**src/rtl/fight_control.sv**
```systemverilog
`timescale 1ns/1ps
// fight_control: fight-scene sequencer. Runs the ready countdown and round timer,
// applies both players' attacks with per-player cooldowns, decides KO / timeout /
// draw, holds briefly and then pulses fight_to_end_scene to the scene controller.
//
// Ports:
//   clk, reset (async, active-low)
//   scene_state[3:0]   current scene, 4'b0011 = fight scene
//   sec_tick           one-cycle pulse per second
//   p1_atk/p1_heavy, p2_atk/p2_heavy   one-cycle attack requests
//   p1_hit_ok/p2_hit_ok                attack currently reaches the opponent
//   p1_hp/p2_hp[6:0]   current HP
//   time_left[6:0]     seconds remaining (ready count while in READY)
//   fight_state[2:0]   IDLE=0 READY=1 FIGHT=2 HOLD=3 DONE=4
//   winner[1:0]        00 none, 01 P1, 10 P2, 11 draw
//   p1_cd_busy/p2_cd_busy  cooldown counter non-zero
//   fight_to_end_scene one-cycle end pulse
module fight_control #(
  parameter int unsigned HP_MAX    = 100,
  parameter int unsigned DMG_LIGHT = 5,
  parameter int unsigned DMG_HEAVY = 12,
  parameter int unsigned CD_LIGHT  = 20,
  parameter int unsigned CD_HEAVY  = 40,
  parameter int unsigned READY_SEC = 3,
  parameter int unsigned ROUND_SEC = 60,
  parameter int unsigned END_HOLD  = 8
) (
  input  logic       clk,
  input  logic       reset,
  input  logic [3:0] scene_state,
  input  logic       sec_tick,
  input  logic       p1_atk,
  input  logic       p1_heavy,
  input  logic       p2_atk,
  input  logic       p2_heavy,
  input  logic       p1_hit_ok,
  input  logic       p2_hit_ok,
  output logic [6:0] p1_hp,
  output logic [6:0] p2_hp,
  output logic [6:0] time_left,
  output logic [2:0] fight_state,
  output logic [1:0] winner,
  output logic       p1_cd_busy,
  output logic       p2_cd_busy,
  output logic       fight_to_end_scene
);

  localparam int unsigned CD_MAX  = (CD_HEAVY > CD_LIGHT) ? CD_HEAVY : CD_LIGHT;
  localparam int unsigned CD_W    = $clog2(CD_MAX + 1);
  localparam int unsigned HOLD_W  = $clog2(END_HOLD + 1);
  localparam logic [3:0]  SCENE_FIGHT = 4'b0011;

  typedef enum logic [2:0] {
    S_IDLE  = 3'd0,
    S_READY = 3'd1,
    S_FIGHT = 3'd2,
    S_HOLD  = 3'd3,
    S_DONE  = 3'd4
  } state_t;

  state_t              r_state, w_state_nx;
  logic [6:0]          r_p1_hp, w_p1_hp_nx;
  logic [6:0]          r_p2_hp, w_p2_hp_nx;
  logic [6:0]          r_time_left, w_time_nx;
  logic [1:0]          r_winner, w_winner_nx;
  logic [CD_W-1:0]     r_p1_cd, w_p1_cd_nx;
  logic [CD_W-1:0]     r_p2_cd, w_p2_cd_nx;
  logic                r_p1_busy, r_p2_busy;
  logic [HOLD_W-1:0]   r_hold_cnt, w_hold_nx;
  logic                r_end_pulse, w_end_nx;

  logic                w_in_scene;
  logic                w_p1_acc, w_p2_acc;
  logic [6:0]          w_p1_dmg, w_p2_dmg;
  logic [CD_W-1:0]     w_p1_cd_load, w_p2_cd_load;
  logic [CD_W-1:0]     w_p1_cd_dec, w_p2_cd_dec;
  logic [6:0]          w_p1_hp_hit, w_p2_hp_hit;
  logic [6:0]          w_time_dec;
  logic [1:0]          w_ko_winner, w_to_winner;

  // HP never wraps below zero
  function automatic logic [6:0] f_sat_sub(input logic [6:0] i_hp, input logic [6:0] i_dmg);
    return (i_hp > i_dmg) ? (i_hp - i_dmg) : 7'd0;
  endfunction

  assign w_in_scene = (scene_state == SCENE_FIGHT);

  // Attack acceptance: heavy wins over light, only with an idle cooldown
  assign w_p1_acc     = (p1_atk | p1_heavy) && (r_p1_cd == '0);
  assign w_p2_acc     = (p2_atk | p2_heavy) && (r_p2_cd == '0);
  assign w_p1_dmg     = p1_heavy ? 7'(DMG_HEAVY) : 7'(DMG_LIGHT);
  assign w_p2_dmg     = p2_heavy ? 7'(DMG_HEAVY) : 7'(DMG_LIGHT);
  assign w_p1_cd_load = p1_heavy ? CD_W'(CD_HEAVY) : CD_W'(CD_LIGHT);
  assign w_p2_cd_load = p2_heavy ? CD_W'(CD_HEAVY) : CD_W'(CD_LIGHT);
  assign w_p1_cd_dec  = (r_p1_cd != '0) ? (r_p1_cd - CD_W'(1)) : '0;
  assign w_p2_cd_dec  = (r_p2_cd != '0) ? (r_p2_cd - CD_W'(1)) : '0;

  // Post-hit HP; each player damages the other, both apply in the same cycle
  assign w_p2_hp_hit = (w_p1_acc && p1_hit_ok) ? f_sat_sub(r_p2_hp, w_p1_dmg) : r_p2_hp;
  assign w_p1_hp_hit = (w_p2_acc && p2_hit_ok) ? f_sat_sub(r_p1_hp, w_p2_dmg) : r_p1_hp;
  assign w_time_dec  = sec_tick ? (r_time_left - 7'd1) : r_time_left;

  // Winner decode on post-update values
  always_comb begin
    w_ko_winner = 2'b01;
    if ((w_p1_hp_hit == 7'd0) && (w_p2_hp_hit == 7'd0)) w_ko_winner = 2'b11;
    else if (w_p1_hp_hit == 7'd0)                       w_ko_winner = 2'b10;

    w_to_winner = 2'b11;
    if (w_p1_hp_hit > w_p2_hp_hit)      w_to_winner = 2'b01;
    else if (w_p2_hp_hit > w_p1_hp_hit) w_to_winner = 2'b10;
  end

  // State register and datapath registers
  always_ff @(posedge clk or negedge reset) begin
    if (!reset) begin
      r_state     <= S_IDLE;
      r_p1_hp     <= 7'(HP_MAX);
      r_p2_hp     <= 7'(HP_MAX);
      r_time_left <= 7'd0;
      r_winner    <= 2'b00;
      r_p1_cd     <= '0;
      r_p2_cd     <= '0;
      r_p1_busy   <= 1'b0;
      r_p2_busy   <= 1'b0;
      r_hold_cnt  <= '0;
      r_end_pulse <= 1'b0;
    end else begin
      r_state     <= w_state_nx;
      r_p1_hp     <= w_p1_hp_nx;
      r_p2_hp     <= w_p2_hp_nx;
      r_time_left <= w_time_nx;
      r_winner    <= w_winner_nx;
      r_p1_cd     <= w_p1_cd_nx;
      r_p2_cd     <= w_p2_cd_nx;
      r_p1_busy   <= (w_p1_cd_nx != '0);
      r_p2_busy   <= (w_p2_cd_nx != '0);
      r_hold_cnt  <= w_hold_nx;
      r_end_pulse <= w_end_nx;
    end
  end

  // Next-state and datapath update
  always_comb begin
    w_state_nx  = r_state;
    w_p1_hp_nx  = r_p1_hp;
    w_p2_hp_nx  = r_p2_hp;
    w_time_nx   = r_time_left;
    w_winner_nx = r_winner;
    w_p1_cd_nx  = w_p1_cd_dec;
    w_p2_cd_nx  = w_p2_cd_dec;
    w_hold_nx   = r_hold_cnt;
    w_end_nx    = 1'b0;

    if ((r_state != S_IDLE) && !w_in_scene) begin
      // Leaving the fight scene aborts at once; winner and HP are kept
      w_state_nx = S_IDLE;
    end else begin
      unique case (r_state)
        S_IDLE: begin
          if (w_in_scene) begin
            w_state_nx  = S_READY;
            w_p1_hp_nx  = 7'(HP_MAX);
            w_p2_hp_nx  = 7'(HP_MAX);
            w_time_nx   = 7'(READY_SEC);
            w_winner_nx = 2'b00;
            w_p1_cd_nx  = '0;
            w_p2_cd_nx  = '0;
          end
        end
        S_READY: begin
          if (sec_tick) begin
            if (r_time_left == 7'd1) begin
              w_state_nx = S_FIGHT;
              w_time_nx  = 7'(ROUND_SEC);
            end else begin
              w_time_nx  = r_time_left - 7'd1;
            end
          end
        end
        S_FIGHT: begin
          w_p1_hp_nx = w_p1_hp_hit;
          w_p2_hp_nx = w_p2_hp_hit;
          w_time_nx  = w_time_dec;
          if (w_p1_acc) w_p1_cd_nx = w_p1_cd_load;
          if (w_p2_acc) w_p2_cd_nx = w_p2_cd_load;
          // KO outranks timeout when both happen together
          if ((w_p1_hp_hit == 7'd0) || (w_p2_hp_hit == 7'd0)) begin
            w_state_nx  = S_HOLD;
            w_winner_nx = w_ko_winner;
            w_hold_nx   = HOLD_W'(END_HOLD);
          end else if (w_time_dec == 7'd0) begin
            w_state_nx  = S_HOLD;
            w_winner_nx = w_to_winner;
            w_hold_nx   = HOLD_W'(END_HOLD);
          end
        end
        S_HOLD: begin
          // Counter runs END_HOLD..0, so DONE is entered END_HOLD+1 edges after HOLD
          if (r_hold_cnt == '0) begin
            w_state_nx = S_DONE;
            w_end_nx   = 1'b1;
          end else begin
            w_hold_nx  = r_hold_cnt - HOLD_W'(1);
          end
        end
        S_DONE: begin
          w_state_nx = S_DONE;
        end
        default: begin
          w_state_nx = S_IDLE;
        end
      endcase
    end
  end

  assign p1_hp              = r_p1_hp;
  assign p2_hp              = r_p2_hp;
  assign time_left          = r_time_left;
  assign fight_state        = r_state;
  assign winner             = r_winner;
  assign p1_cd_busy         = r_p1_busy;
  assign p2_cd_busy         = r_p2_busy;
  assign fight_to_end_scene = r_end_pulse;

endmodule
```
**config.mk**
```make
export PLATFORM = sky130hd
export DESIGN_NAME = fight_control
export DESIGN_NICKNAME = d
export VERILOG_FILES = /design/src/rtl/fight_control.sv
export SDC_FILE = /design/constraint.sdc
export NUM_CORES = 1
export LEC_CHECK = 0
export BUFFER_PORTS_ARGS = -buffer_cell sky130_fd_sc_hd__buf_2
export CORE_MARGIN = 3
export CORE_UTILIZATION = 51
export DETAILED_ROUTE_END_ITERATION = 16
export GPL_TIMING_DRIVEN = 0
export PLACE_DENSITY = 0.72
export SKIP_CTS_REPAIR_TIMING = 1
export SYNTH_ARGS = -nofsm -noshare
export SYNTH_HDL_FRONTEND = slang
export SYNTH_SLANG_ARGS = --single-unit
```
**constraint.sdc**
```tcl
create_clock -name clk -period 8.67 [get_ports clk]
set_clock_uncertainty 0.05 [all_clocks]
set_input_delay 0.4335 -clock clk [delete_from_list [all_inputs] [get_ports clk]]
set_output_delay 0.4335 -clock clk [all_outputs]
set_load 0.01 [all_outputs]
```
; Word level (Yosys, flattened, before mapping)
; Cells that the tools add are included.
[classes]
n_eq_ne = 15
n_reduce_logical = 28
n_bitwise = 3
addsub = 6
n_lt_le_gt_ge = 4
muxes = 49
[op_table]
columns = operator, count
row1 = $mux 7, 9
row2 = $mux 6, 10
row3 = $pmux 7 s2, 2
row4 = $pmux 6 s2, 2
row5 = $reduce_bool 6->1, 4
row6 = $logic_not 7->1, 3
row7 = $mux 3, 7
row8 = $pmux 7 s3, 1
row9 = $mux 4, 5
row10 = $ne 3x3->1 const B, 5
row11 = $pmux 3 s5, 1
row12 = $gt 7x4->1, 2
row13 = $gt 7x7->1, 2
row14 = $sub 7x4->7, 2
row15 = $logic_not 6->1, 2
row16 = $mux 2, 6
row17 = $reduce_and 4->1, 3
row18 = $sub 6x1->6 const B, 2
row19 = $pmux 4 s2, 1
row20 = $eq 7x1->1 const B, 1
row21 = $sub 7x1->7 const B, 1
row22 = $eq 3x2->1 const B, 2
row23 = $logic_and 1x1->1, 6
row24 = $ne 2x2->1 const B, 3
row25 = other kinds (17), 23
[word_totals]
out_inout_bits = 29
ff_bits = 45
wordCells = 116

; Longest topological paths before layout
[logic_depth]
depth_word = 10
depth_mapped = 16
ltp_nobuf = 15

; Least setup slack after synthesis
; OpenSTA, ideal clock, no wires.
[synth_timing]
kind = input port to flip-flop
start = in p2_heavy
end = reg r_winner[1], in the netlist winner[1]
n_path_buf = 0
required_ps = 8494
slack_ps = 5659
t_arrival_ps = 2835
cell_stages = 12
setup_ps = 126
path_cell_list = inv_1 ha_1 or4b_4 nor3_4 nor3_1 mux2_2 inv_1 ha_1 a211o_1 a311oi_1 or3_1 nand3_1
[synth_via]
elab_chain_cells = 9
word_cells_on_any_way = 20
classes_between = add/sub: 1 / order compare: 2 / eq/ne: 1 / mux: 9 / bitwise: 1 / reduce/logical: 6
[synth_rtl]
columns = item, line_no
row1 = start: declaration, 35  ; input logic p2_heavy,
row2 = $mux 4 or $or 1x1->1 (tied branches), "92, 90"
row3 = "$sub 7x4->7, or another cell as far along", 83  ; return (i_hp > i_dmg) ? (i_hp - i_dmg) : 7'd0;
row4 = $mux 7 or $logic_and 1x1->1 (tied branches), "83, 100"
row5 = $mux 7 (*), 100  ; assign w_p1_hp_hit = (w_p2_acc && p2_hit_ok) ? f_sat_sub(r_p1_hp, w_p2_dmg) : r_p1_hp;
row6 = $gt 7x7->1 or $logic_not 7->1 (tied branches), --
row7 = "$mux 2, or another cell as far along", 110  ; if (w_p1_hp_hit > w_p2_hp_hit) w_to_winner = 2'b01;
row8 = "$mux 2, on equally long branches", "192, 106"
row9 = $mux 2, 188  ; if ((w_p1_hp_hit == 7'd0) || (w_p2_hp_hit == 7'd0)) begin
row10 = $pmux 2 s2, 159  ; unique case (r_state)
row11 = end signal: assignment, 133  ; r_winner <= w_winner_nx;
row12 = end: declaration, 65  ; logic [1:0] r_winner, w_winner_nx;
; Every way passes the cells marked *; elsewhere a longest branch is shown, timed or not. The select of a mux whose other input is x is not followed.
; A chain may end at the register's enable or synchronous reset.

; Worst setup path in the final report
[layout_timing]
start = reg r_p1_cd[2]
end = reg r_winner[1], in the netlist winner[1]
[layout_via]
elab_chain_cells = 9
word_cells_on_any_way = 15
classes_between = order compare: 1 / eq/ne: 1 / mux: 6 / reduce/logical: 7
[layout_rtl]
columns = item, line_no
row1 = start: declaration, 66  ; logic [CD_W-1:0] r_p1_cd, w_p1_cd_nx;
row2 = start signal: assignment, 134  ; r_p1_cd <= w_p1_cd_nx;
row3 = $logic_not 6->1 (*), 89  ; assign w_p1_acc = (p1_atk | p1_heavy) && (r_p1_cd == '0);
row4 = $logic_and 1x1->1 (*), 89
row5 = $logic_and 1x1->1 (*), 99  ; assign w_p2_hp_hit = (w_p1_acc && p1_hit_ok) ? f_sat_sub(r_p2_hp, w_p1_dmg) : r_p2_hp;
row6 = $mux 7 (*), 99
row7 = $gt 7x7->1 or $logic_not 7->1 (tied branches), "110, 106, 188"
row8 = $mux 2 or $logic_and 1x1->1 (tied branches), "110, 106"
row9 = "$mux 2, on equally long branches", "192, 106"
row10 = $mux 2, 188
row11 = $pmux 2 s2, 159
; Marks and branches as above.

==> flow_summary.yaml <==
global_route:
  grt_start_max_net_pins: 46
  gr-total-overflow: 0
  grt_pass1_vias: 2984
  track_usage_pct: 23.4
  grt_antenna_before_repair: 0
  grt_pass1_wl_um: 14200
clock_tree:
  cts_root_buf: "clkbuf_8"
  cts_buffers: 5
  insertion_delay_ns: 0.31
  cts-htree-levels: 2
  clk_path_buf_depth: 2
  cts.sinks: 45
  cts.clk_slew.worst_paths_ns: 0.09
  cts_tree: "done"
timing:
  max_freq_ghz: 0.295
  slew_headroom_pct: 6.56
  period_share_pct: 39.1
  finalSetupViolCount: 0
  rsz0062_at_grt: "false"
  fin_setup_tns_ns: 0
  drv_slew: 0
  hold_viol_final: 0
  fin_crit_ns: 3.39
  worstMarginPinSlew_ns: 1.39
synthesis:
  synth-edff-count: 0
  synth_warnings: 0
  synthArstFlopShare_pct: 100
  ys.flop_type: "dfrtp_1"
  postSynthCellCount: 392
  synth_seq_cells: 45
  syn_area_mm2: 0.00332
  ys_seq_area_share_pct: 34.1
  synth.distinct_cells: 63
  synth_nets: 425
  avgSynthCellArea_um2: 8.48
final_layout:
  stdcell_area_mm2: 0.00372
  nFillCells: 563
  final_common_cell: "nor2_1"
  drive_gt1_share_pct: 15.9
  fin_nets: 473
  area_growth_pct: 11.8
  n_antenna_cell: 0
  final_cell_mix: "43 x nor2_1, 41 x buf_2, 39 x dfrtp_1, 33 x nand2_1"
critical_path:
  cp-start-kind: "flop"
  crit_start: "r_p1_cd[2]$_DFF_PN0_"
  critical_path.endpoint_type: "flop"
  crit_arrival_ns: 3.54
  cp.required_ns: 8.82
  r2r-start: "r_p1_cd[2]$_DFF_PN0_"
  crit_fanout: 10
  crit_type: "flop to flop"
drt:
  wl_per_cell_um: 16.1
  first_pass_iters: 5
  wl_um: 8300
  dr_total_vias: 3143
  drtIter0Drc: 179
  viasPerCell: 6.09
  post-route-drc-count: 0
  antenna_left: 0
die:
  die_area_mm2: 0.00752
  die_x_um: 86.7
  design.core.area_mm2: 0.00613
  rows: 28
  die_y_um: 86.7
  io_pins: 42
  start_util_pct: 54.2
placed_design:
  hpwl_um: 6260
  place.gp.congestion: 0.905
  port_buffers: 41
  dpl_cell_area_mm2: 0.00362
status:
  status: "finished clean"
power:
  vdd_drop_max_uv: 135
  power.density_mw_per_mm2: 184
  p_leak_nw: 1.65
min_path:
  hold_class: "input port to async pin"
job:
  cap_violations: 0
[sequential cells by signal, indices dropped and copies added, names as in the netlist]
signal	flops
time_left	7
fight_to_end_scene	1
r_p2_cd	6
winner	2
r_hold_cnt	4
fight_state	3
r_p1_cd	6
p1_cd_busy	1
p2_cd_busy	1
p2_hp	7
p1_hp	7
[final timing paths]
| path | end | slack (ns) | cells after the start |
|---|---|---|---|
| setup / recovery | winner[1]$_DFFE_PN0P_ | 5.28 | 11 |
| hold / removal | time_left[3]$_DFFE_PN0P_ | 0.24 | 1 |
| setup reg to reg | winner[1]$_DFFE_PN0P_ | 5.28 | 11 |
| hold reg to reg | r_p2_cd[0]$_DFF_PN0_ | 0.44 | 1 |
| max in group asynchronous | p2_hp[3]$_DFFE_PN0P_ | 7.71 | 1 |
| min in group clk | r_p1_cd[5]$_DFF_PN0_ | 0.40 | 3 |
[synthesized netlist by cell type, types with 6 or more instances]
master,n,area (µm²)
dfrtp_1,39,976
nor4_1,6,37.5
xnor2_1,6,52.6
a21oi_1,16,80.1
nand2b_1,7,43.8
nand2_1,33,124
clkbuf_1,12,45.0
or3_1,10,62.6
dfstp_2,6,158
o21ai_0,24,120
nand3_1,15,75.1
nor3_1,23,115
ha_1,20,250
nor2_1,43,161
inv_1,24,90.1
o31ai_1,10,75.1
[power by group]
group	switching [mW]	total [mW]	leakage, nW	internal [mW]
Sequential	0.0358	0.285	0.569	0.249
Clock	0.0794	0.138	0.0447	0.0582
Combinational	0.148	0.260	1.03	0.112
Total	0.263	0.683	1.65	0.420
[metrics by stage]
step           setup slack (ns)  util (%)  cells  hold slack (ns)  power (mW)
6_report                   5.28      60.6    516            0.236       0.683
5_1_grt                    5.15      60.6    516            0.326       0.735
4_1_cts                    5.32      60.6    516            0.278       0.688
3_5_place_dp               5.19      59.1    508            0.431       0.547
3_3_place_gp               5.22      59.1    508            0.431       0.538
2_1_floorplan              5.66         -    392           0.0879       0.479
[worst max-delay path, stage by stage (launching register included)]
cell	delay [ns]
dfrtp_1	0.45
or3_1	0.46
nor2_4	0.21
nand2_1	0.13
clkbuf_1	0.23
o41ai_1	0.59
ha_1	0.36
a21oi_1	0.15
nor4b_1	0.08
a311oi_1	0.33
or3_1	0.16
nand3_1	0.07
[layer usage]
layer  vias up  track usage (%)  part of all wire, %
met5         -                0                    0
met4         0             6.37                  1.3
met3        11             4.09                  5.0
met2        89             39.2                   48
met1      1497             31.2                   45
li1       1546                -                    -
[final cells by class]
type,count,area [µm²],share of cell area (%)
timing repair buffer,41,205,5.52
inverter,24,90.1,2.42
sequential,45,1130,30.5
multi-input combinational,311,2050,55.3
tap,75,93.8,2.53
buffer,12,45.0,1.21
clock inverter,3,25.0,0.673
clock buffer,5,68.8,1.85
[cells by family (layout without fill, tap and decap cells)]
| logic type | after synthesis | in the layout | synth area share (%) |
|---|---|---|---|
| xor+xnor | 11 | 11 | 2.90 |
| compound gates | 100 | 100 | 21.4 |
| flops | 45 | 45 | 34.1 |
| fa+ha+maj | 20 | 20 | 7.53 |
| mux | 5 | 5 | 1.62 |
| simple gates | 175 | 175 | 28.4 |
| buf+inv | 36 | 85 | 4.07 |
Power figures use the tool's default switching activity.
